===== config.mk =====
export PLATFORM = sky130hd
export DESIGN_NAME = bcd_scan_display
export DESIGN_NICKNAME = d
export VERILOG_FILES = /design/src/rtl/bcd_scan_display.sv
export SDC_FILE = /design/constraint.sdc
export NUM_CORES = 1
export LEC_CHECK = 0
export ABC_AREA = 0
export CAP_MARGIN = 20
export CORE_MARGIN = 5
export CORE_UTILIZATION = 45
export CTS_CLUSTER_DIAMETER = 200
export CTS_CLUSTER_SIZE = 16
export DETAILED_ROUTE_END_ITERATION = 16
export PLACE_DENSITY_LB_ADDON = 0.3
export REMOVE_ABC_BUFFERS = 1
export SYNTH_ARGS = -nofsm -noshare
export SYNTH_HDL_FRONTEND = slang
export SYNTH_SLANG_ARGS = --single-unit

===== constraint.sdc =====
create_clock -name clk -period 3.3 [get_ports clk]
set_clock_uncertainty 0.05 [all_clocks]
set_input_delay 0.66 -clock clk [delete_from_list [all_inputs] [get_ports clk]]
set_output_delay 0.66 -clock clk [all_outputs]
set_load 0.02 [all_outputs]

===== src/rtl/bcd_scan_display.sv =====
// Five-digit multiplexed 7-segment driver: double-buffered BCD input, one digit per slot,
// frame-boundary updates, leading-zero blanking and a dark cycle between digits.
module bcd_scan_display #(
    parameter int PRESCALE       = 50000,
    parameter bit SEG_ACTIVE_LOW = 1'b1,
    parameter bit AN_ACTIVE_LOW  = 1'b1
) (
    input  logic       clk,
    input  logic       rst_n,
    input  logic [3:0] tenthousands,
    input  logic [3:0] thousands,
    input  logic [3:0] hundreds,
    input  logic [3:0] tens,
    input  logic [3:0] ones,
    input  logic       din_valid,
    input  logic       lzb_en,
    output logic [4:0] an,
    output logic [6:0] seg,
    output logic       frame_done
);
    localparam int PW = (PRESCALE > 1) ? $clog2(PRESCALE) : 1;

    logic [PW-1:0]   r_pcnt;
    logic [2:0]      r_idx;
    logic [4:0][3:0] r_shadow;
    logic [4:0][3:0] r_active;
    logic            r_pending;
    logic [4:0]      r_an_h;
    logic [6:0]      r_seg_h;
    logic            r_frame_done;

    logic            w_tick;
    logic            w_wrap;
    logic [4:0][3:0] w_din;
    logic [3:0]      w_digit;
    logic            w_blank;
    logic [6:0]      w_enc;

    assign w_tick = (r_pcnt == PW'(PRESCALE - 1));
    assign w_wrap = w_tick && (r_idx == 3'd4);
    assign w_din  = {tenthousands, thousands, hundreds, tens, ones};

    // A digit is blanked when it and every digit to its left are zero; ones never blanks.
    always_comb begin
        w_digit = 4'd0;
        case (r_idx)
            3'd0:    w_digit = r_active[0];
            3'd1:    w_digit = r_active[1];
            3'd2:    w_digit = r_active[2];
            3'd3:    w_digit = r_active[3];
            3'd4:    w_digit = r_active[4];
            default: w_digit = 4'd0;
        endcase
        w_blank = lzb_en && (r_idx != 3'd0);
        for (int k = 0; k < 5; k++) begin
            if ((3'(k) >= r_idx) && (r_active[k] != 4'd0)) w_blank = 1'b0;
        end
    end

    always_comb begin
        w_enc = 7'h40;
        case (w_digit)
            4'd0:    w_enc = 7'h3F;
            4'd1:    w_enc = 7'h06;
            4'd2:    w_enc = 7'h5B;
            4'd3:    w_enc = 7'h4F;
            4'd4:    w_enc = 7'h66;
            4'd5:    w_enc = 7'h6D;
            4'd6:    w_enc = 7'h7D;
            4'd7:    w_enc = 7'h07;
            4'd8:    w_enc = 7'h7F;
            4'd9:    w_enc = 7'h6F;
            default: w_enc = 7'h40;
        endcase
    end

    always_ff @(posedge clk or negedge rst_n) begin
        if (!rst_n) begin
            r_pcnt       <= '0;
            r_idx        <= 3'd0;
            r_an_h       <= '0;
            r_seg_h      <= '0;
            r_frame_done <= 1'b0;
        end else begin
            r_pcnt       <= w_tick ? '0 : r_pcnt + PW'(1);
            r_frame_done <= w_wrap;
            if (w_tick) begin
                // Dark cycle while the anode moves, so the old segments never ghost onto the next digit.
                r_idx   <= w_wrap ? 3'd0 : r_idx + 3'd1;
                r_an_h  <= '0;
                r_seg_h <= '0;
            end else begin
                r_an_h  <= 5'd1 << r_idx;
                r_seg_h <= w_blank ? 7'h00 : w_enc;
            end
        end
    end

    // Shadow captures any time; active only changes at a frame wrap so frames are never torn.
    always_ff @(posedge clk or negedge rst_n) begin
        if (!rst_n) begin
            r_shadow  <= '0;
            r_active  <= '0;
            r_pending <= 1'b0;
        end else begin
            if (w_wrap && r_pending) r_active <= r_shadow;
            if (din_valid) begin
                r_shadow  <= w_din;
                r_pending <= 1'b1;
            end else if (w_wrap) begin
                r_pending <= 1'b0;
            end
        end
    end

    assign an         = AN_ACTIVE_LOW  ? ~r_an_h  : r_an_h;
    assign seg        = SEG_ACTIVE_LOW ? ~r_seg_h : r_seg_h;
    assign frame_done = r_frame_done;
endmodule


# == Word-level counts from Yosys, hierarchy flattened ==
# Memories as Yosys holds them, arrays and structs flattened.
# Index checks and enable logic that the tools add are counted.
# op_classes
n_addsub,2
multipliers,0
n_div,0
order_cmp,5
n_eq_ne,5
shift,1
mux,13
n_bitwise,2
n_reduce_logical,16
# ops
op,n
$pmux W4 S5,1
$reduce_bool A4 Y1,5
$add A16 B1 Y16 const B,1
$eq A16 B16 Y1 const B,1
$mux W16,1
$mux W7,2
$logic_and A1 B1 Y1,8
$mux W1,7
$not A7 Y7,1
$eq A3 B2 Y1 const B,2
$ge A1 B3 Y1 const A,2
$ge A2 B3 Y1 const A,2
$mux W5,1
$not A5 Y5,1
$shl A1 B3 Y5 const A,1
$add A3 B1 Y3 const B,1
$eq A3 B1 Y1 const B,1
$eq A3 B3 Y1 const B,1
$ge A3 B3 Y1 const A,1
$logic_not A3 Y1,1
$mux W3,1
$reduce_bool A3 Y1,1
$reduce_bool A2 Y1,1
# totals
register_bits,73
latchBits,0
ramBits,0
romBits,112
mem_count,1
# memory_table
name,depth,word_bits,read_ports,rd_clocked_by_memory_dff,wr,line_no,rtl
(no name shown),16,7,1,0,0,62,case (w_digit)

# == Depth between registers and ports, before layout ==
# Gate-level depths: netlist (run 1).
# depth
word_depth,9
mapped_depth,12
ltp_nobuf,10

# == Least setup slack after synthesis (run 1) ==
# OpenSTA, ideal clock, no wires.
# synth_timing
kind,reg2reg
startpoint,reg r_idx[1]
endpoint,reg r_seg_h[5]
setup_time_ns,0.082
arrival_ns,2.299
t_required_ns,3.168
slack_ns,0.869
path_stages_with_launch,12
n_path_buf,2
cell_sequence,dfrtp_1 > buf_6 > inv_1 > ha_1 > buf_4 > a22oi_1 > o21ai_0 > a21oi_1 > inv_1 > ha_1 > or3_1 > a31oi_1
# synth_via
elab_chain_len,9
word_cells_on_any_way,26
cone_classes,5 x order compare; 4 x eq/ne; 8 x mux; 8 x reduce/logical; 1 x memory
# synth_lines
element,line_no,rtl
start: declaration,24,logic [2:0] r_idx;
start signal: assignment,89,r_idx <= w_wrap ? 3'd0 : r_idx + 3'd1;
$ge A1 B3 Y1 or $reduce_bool A3 Y1 (tied branches),"56, 54",
$logic_and A1 B1 Y1 (on tied branches),"56, 54",
$mux W1 (5 in a row),56,if ((3'(k) >= r_idx) && (r_active[k] != 4'd0)) w_blank = 1'b0;
$mux W7 (*),94,r_seg_h <= w_blank ? 7'h00 : w_enc;
$mux W7 (*),87,if (w_tick) begin
end signal: assignment,94,
end: declaration,29,logic [6:0] r_seg_h;
# Mark *: on every way between the ends. The rest lies on a longest branch, timed or not.
# A chain may end at the register's enable or synchronous reset.

# == Final worst setup path (run 1) ==
# layout_timing
startpoint,reg r_idx[1]
endpoint,reg r_seg_h[0]
# Same word-level chain as after synthesis.

==> results.cfg, run 1 <==
[synth]
postSynth.topFlopCell = dfrtp_1
synth_commonest_cells = dfrtp_1, mux2_2, mux2_1, inv_1, nor2_1
synth_top_area_cell = dfrtp_1
synthArstFlopShare_pct = 100
ys_seq_area_share_pct = 54.3
synth_seq_cells = 73
synth_top_area_share_pct = 54.3
synthXorXnorAreaFrac_pct = 3.39
ys_types = 46
synth-edff-count = 0
synth_top_family_by_area = multiplexers
yosys.area_share.simple_pct = 11.1
synth_compound_area_share_pct = 7.37
avgSynthCellArea_um2 = 12.1
synth_mux_area_share_pct = 15.1
synth_warnings = 0
syn-cell-area_mm2 = 0.00336
synth_cells = 279
yosysMostFrequentCell = dfrtp_1
synthAdderAreaFrac_pct = 4.47
synthTopCellsByArea = dfrtp_1, mux2_2, mux2_1, ha_1, inv_1

[setup_path]
crit_path_max_incr_delay_ns = 0.55
path_cells = inv_1, ha_1, a22oi_1, o22ai_1, a31oi_1, inv_1, ha_1, nor3b_1, o21ai_0, a21oi_1
cp_top_family = compound AO/OA/AOI/OAI gates
cp_slowest_cell = dfrtp_1
endpoint_kind = register
cp_max_fo = 13
cp-start-kind = register
cp_num_buf_inv = 2
critPathKind = reg -> reg
crit_arrival_ns = 3.07
worstPathRequired_ns = 3.50

[routing]
drtAntennaViolNets = 0
routed_wl_um = 5980
viasPerCell = 5.18
vias = 2182
wl_per_cell_um = 14.2
first_iter_violations = 97
dr.pass1.iters = 4
drcViolationCount = 0

[floorplanning]
start_util_pct = 46.4
die_area_mm2 = 0.00930
rows = 31
floorplan.core_area_mm2 = 0.00725
die_y_um = 96.4
ioPinCount = 37
die_w_um = 96.4

[sta]
slew_headroom_pct = 38.9
fmax_ghz = 0.348
tns_ns = 0
whs_ns = 0.275
drv_slew = 0
hold_viol_final = 0
setup_viol_count_final = 0
layout_min_cycle_time_ns = 2.87
worst_pin_slew_ns = 0.913
fin_crit_sh_pct = 87.0
rsz0062_at_grt = false

[placement]
place.gp.congestion = 0.904
dp_hpwl_um = 4220
io_buffers = 36

[clock_tree]
clk_pin_slew_ns = 0.08
cts_tree = done
cts.sinks = 73
insertion_delay_ns = 0.34
postCtsSetupRepairBufs = 0
h-tree-depth = 3
cts_buffers = 9
clockRootBuffer = clkbuf_8
cts_resized = 0
clk_path_buf_depth = 2
ctsHoldBuffers = 0

[finish]
multi_input_area_mm2 = 0.00139
diodes = 0
regArea_mm2 = 0.00183
drive_gt1_share_pct = 14.0
synthToLayoutAreaGrowth_pct = 19.2
finalNetCount = 353
fillers = 639

[power]
ir_drop_uv = 241
p_leak_nw = 1.88
power.density_mw_per_mm2 = 429

[global_routing]
grt_pass1_vias = 2218
grt_pass1_wl_um = 10400
grt.total_usage_pct = 14.5
grt_overflow = 0
grt_max_degree = 74
grt_antenna_before_repair = 0

[min_path]
min_path_type = in -> async

[flow_run]
drv_cap = 0

[run_status]
status = finished, final reports clean
## cells by family after synthesis
kind of cell	count (synthesis)
buffers and inverters	31
XOR/XNOR	13
AND/OR/NAND/NOR	67
AO/OA/AOI/OAI	38
adder cells (fa/ha/maj)	12
multiplexers	45
flip-flops	73
## layer usage
metal	up-vias	global-route usage, %	part of all wire [%]
li1	1067	-	-
met5	-	0	0
met4	0	6.07	1.3
met3	7	3.56	4.4
met1	1063	19.4	48
met2	45	22.5	46
## flip-flops by register name, indices dropped and copies added (netlist names)
register,cells
r_seg_h,7
r_pcnt,16
r_an_h,5
r_active,20
r_idx,3
r_pending,1
r_shadow,20
frame_done,1
## final cells by class
class | count | area share [%]
clock inverter | 4 | 1.28
sequential | 73 | 45.6
timing repair buffer | 39 | 9.74
multi-input combinational | 175 | 34.7
tap | 99 | 3.09
inverter | 19 | 1.78
clock buffer | 12 | 3.87
## metrics by stage
stage / area (um2) / power (mW) / instances / utilization [%] / setup slack [ns]
floorplan: 3290 / 0.969 / 267 / - / 0.633
global placement: 3800 / 1.02 / 405 / 52.4 / 0.619
detailed placement: 3800 / 1.03 / 405 / 52.4 / 0.502
CTS: 4010 / 1.74 / 421 / 55.3 / 0.470
global route: 4010 / 1.79 / 421 / 55.3 / 0.206
finish: 4010 / 1.72 / 421 / 55.3 / 0.428
## report_power, final
part | leakage, nW | switching (mW) | internal (mW)
clock | 0.103 | 0.319 | 0.391
sequential | 0.918 | 0.0121 | 0.919
combinational | 0.855 | 0.0295 | 0.0476
total | 1.88 | 0.361 | 1.36
## cell usage in the layout (no fill, tap or decap), drive strengths merged, types with 5 or more instances in the layout
cell	count
o21ai	12
and3	8
nand2	7
nand3	11
clkdlybuf4s50	35
a21oi	7
inv	19
dfrtp	73
xnor2	5
xor2	8
clkbuf	12
mux2	42
nor2	13
nand4	5
ha	12
## path summary, 6_finish.rpt
check,from,end,slack (ns),cells after the start
setup / recovery,r_idx[1],r_seg_h[0],0.43,10
setup reg to reg,r_idx[1],r_seg_h[0],0.43,10
min in group clk,r_shadow[15],r_active[15],0.44,1
hold reg to reg,r_shadow[15],r_active[15],0.44,1
max in group asynchronous,rst_n,r_active[4],2.61,2
hold / removal,rst_n,r_pcnt[7],0.28,2
(Power assumes the default switching activity.)
==> run 2: changes to the inputs <==
- CTS_CLUSTER_DIAMETER: 200 -> not set
- HOLD_SLACK_MARGIN: not set -> 0.06
==> results of run 2 <==
Same layout as run 1: the final DEF is identical, and so are final timing and power.
==> run 3: changes to the inputs <==
- CORE_MARGIN: 5 -> 8
- CTS_BUF_LIST: not set -> sky130_fd_sc_hd__clkbuf_4
==> results.cfg, run 3 (synthesized netlist as in run 1, its figures left out) <==
[setup_path]
cp_slowest_cell = dfrtp_1
cp_max_fo = 13
path_cells = inv_1, ha_1, a22oi_1, o22ai_1, a31oi_1, inv_1, ha_1, nor3b_1, o21ai_0, a21oi_1
endpoint_kind = register
crit_cells = 10
crit_start = r_idx[1]
cp_num_buf_inv = 2
crit_arrival_ns = 3.15
reg2reg_to = r_seg_h[0]
r2r_start = r_idx[1]
critPathKind = reg -> reg
cp_top_family = compound AO/OA/AOI/OAI gates
worstPathRequired_ns = 3.57
r2r_cells = 10
crit_path_max_incr_delay_ns = 0.57
cp-start-kind = register
reg2reg_slack_ns = 0.42

[routing]
met3WireLength_um = 387
dr.pass1.iters = 4
highest_layer = met4
dr_wl_met2_um = 2980
viasPerCell = 5.29
first_iter_violations = 139
routed_wl_um = 6140
drcViolationCount = 0
wl_per_cell_um = 14.6
vias = 2228
drtAntennaViolNets = 0
wl_met1_um = 2740

[floorplanning]
rows = 31
die_y_um = 102
die_area_mm2 = 0.0105
start_util_pct = 46.4
ioPinCount = 37
die_w_um = 102
floorplan.core_area_mm2 = 0.00725

[sta]
rsz0062_at_grt = false
slew_headroom_pct = 38.5
drv_slew = 0
fmax_ghz = 0.348
tns_ns = 0
whs_ns = 0.155
setup_viol_count_final = 0
fin_crit_sh_pct = 87.1
layout_min_cycle_time_ns = 2.88
worst_pin_slew_ns = 0.919
hold_viol_final = 0

[flow_run]
drv_cap = 0

[global_routing]
grt_antenna_before_repair = 0
grt.total_usage_pct = 13.0
grt_overflow = 0
grt_pass1_wl_um = 10700
grt_max_degree = 32
grt_pass1_vias = 2323

[clock_tree]
clk_path_buf_depth = 2
cts.sinks = 73
postCtsSetupRepairBufs = 0
cts_tree = done
cts_buffers = 9
clk_pin_slew_ns = 0.12
clockRootBuffer = clkbuf_4
ctsHoldBuffers = 0
cts_resized = 0
insertion_delay_ns = 0.41
h-tree-depth = 3

[power]
power.density_mw_per_mm2 = 392
p_sw_share_pct = 22.6
p_clk_share_pct = 34.8
p_seq_share_pct = 60.3
ir_drop_uv = 315
p_leak_nw = 1.85
power.net_switching_uw = 348
power.internal_mw = 1.20
combPwrFrac_pct = 5.0

[placement]
place.gp.congestion = 0.937
io_buffers = 36
dp_hpwl_um = 4540
place_area_mm2 = 0.00380

[finish]
final_cell_mix = dfrtp_1, clkdlybuf4s50_1, mux2_2, mux2_1, inv_1
final_common_cell = dfrtp_1
largest_registers = r_active x20, r_shadow x20, r_pcnt x16
multi_input_area_mm2 = 0.00139
diodes = 0
synthToLayoutAreaGrowth_pct = 17.0
drive_gt1_share_pct = 14.3
finalNetCount = 354
final_util_pct = 54.2
regArea_mm2 = 0.00183
fillers = 643
fin_area_mm2 = 0.00393

[run_status]
status = finished, final reports clean

[min_path]
min_path_type = in -> async
==> run 3: cell types whose count changed in the layout (fill, tap and decap cells not counted), sizes merged <==
cell,before,now
buf,4,5
clkinv,2,3
clkbuf,12,9
inv,19,20
==> run 3: routing by layer <==
layer  vias up  track usage (%)
met5         -                0
met4         0             5.98
met3         4             4.22
met2        61             21.1
met1      1096             15.2
li1       1067                -
==> run 3: how the worst max path moves through the flow <==
stage                  endpoint
floorplan           r_active[0]
global placement     r_seg_h[3]
detailed placement   r_seg_h[5]
CTS                  r_seg_h[5]
global route         r_seg_h[3]
finish               r_seg_h[0]
==> run 3: cell type report <==
type / instances / share of cell area, %
timing repair buffer: 40 / 9.80
clock buffer: 9 / 1.72
sequential: 73 / 46.4
multi-input combinational: 175 / 35.3
clock inverter: 6 / 1.75
inverter: 19 / 1.81
tap: 99 / 3.15
==> run 3: power by group through the flow <==
stage                     Sequential, mW  Combinational (mW)  Clock (mW)
after floorplan                    0.943              0.0262           0
after global placement             0.947              0.0764           0
final                              0.931              0.0765       0.536
after global routing               0.934              0.0860       0.592
after detailed placement           0.949              0.0791           0
after CTS                          0.931              0.0792       0.559
==> run 3: worst register-to-register path: cells and delay by family (launching register included) <==
family / cells / cell delay [ns]
flip-flops: 1 / 0.57
AND/OR/NAND/NOR: 1 / 0.24
buffers and inverters: 2 / 0.32
AO/OA/AOI/OAI: 5 / 1.01
adder cells (fa/ha/maj): 2 / 0.59
==> run 3: per-stage QoR <==
stage | setup slack, ns | total power, mW | instances
after floorplan | 0.633 | 0.969 | 267
after global placement | 0.620 | 1.02 | 406
after detailed placement | 0.493 | 1.03 | 406
after CTS | 0.453 | 1.57 | 421
after global routing | 0.0888 | 1.61 | 421
final | 0.424 | 1.54 | 421
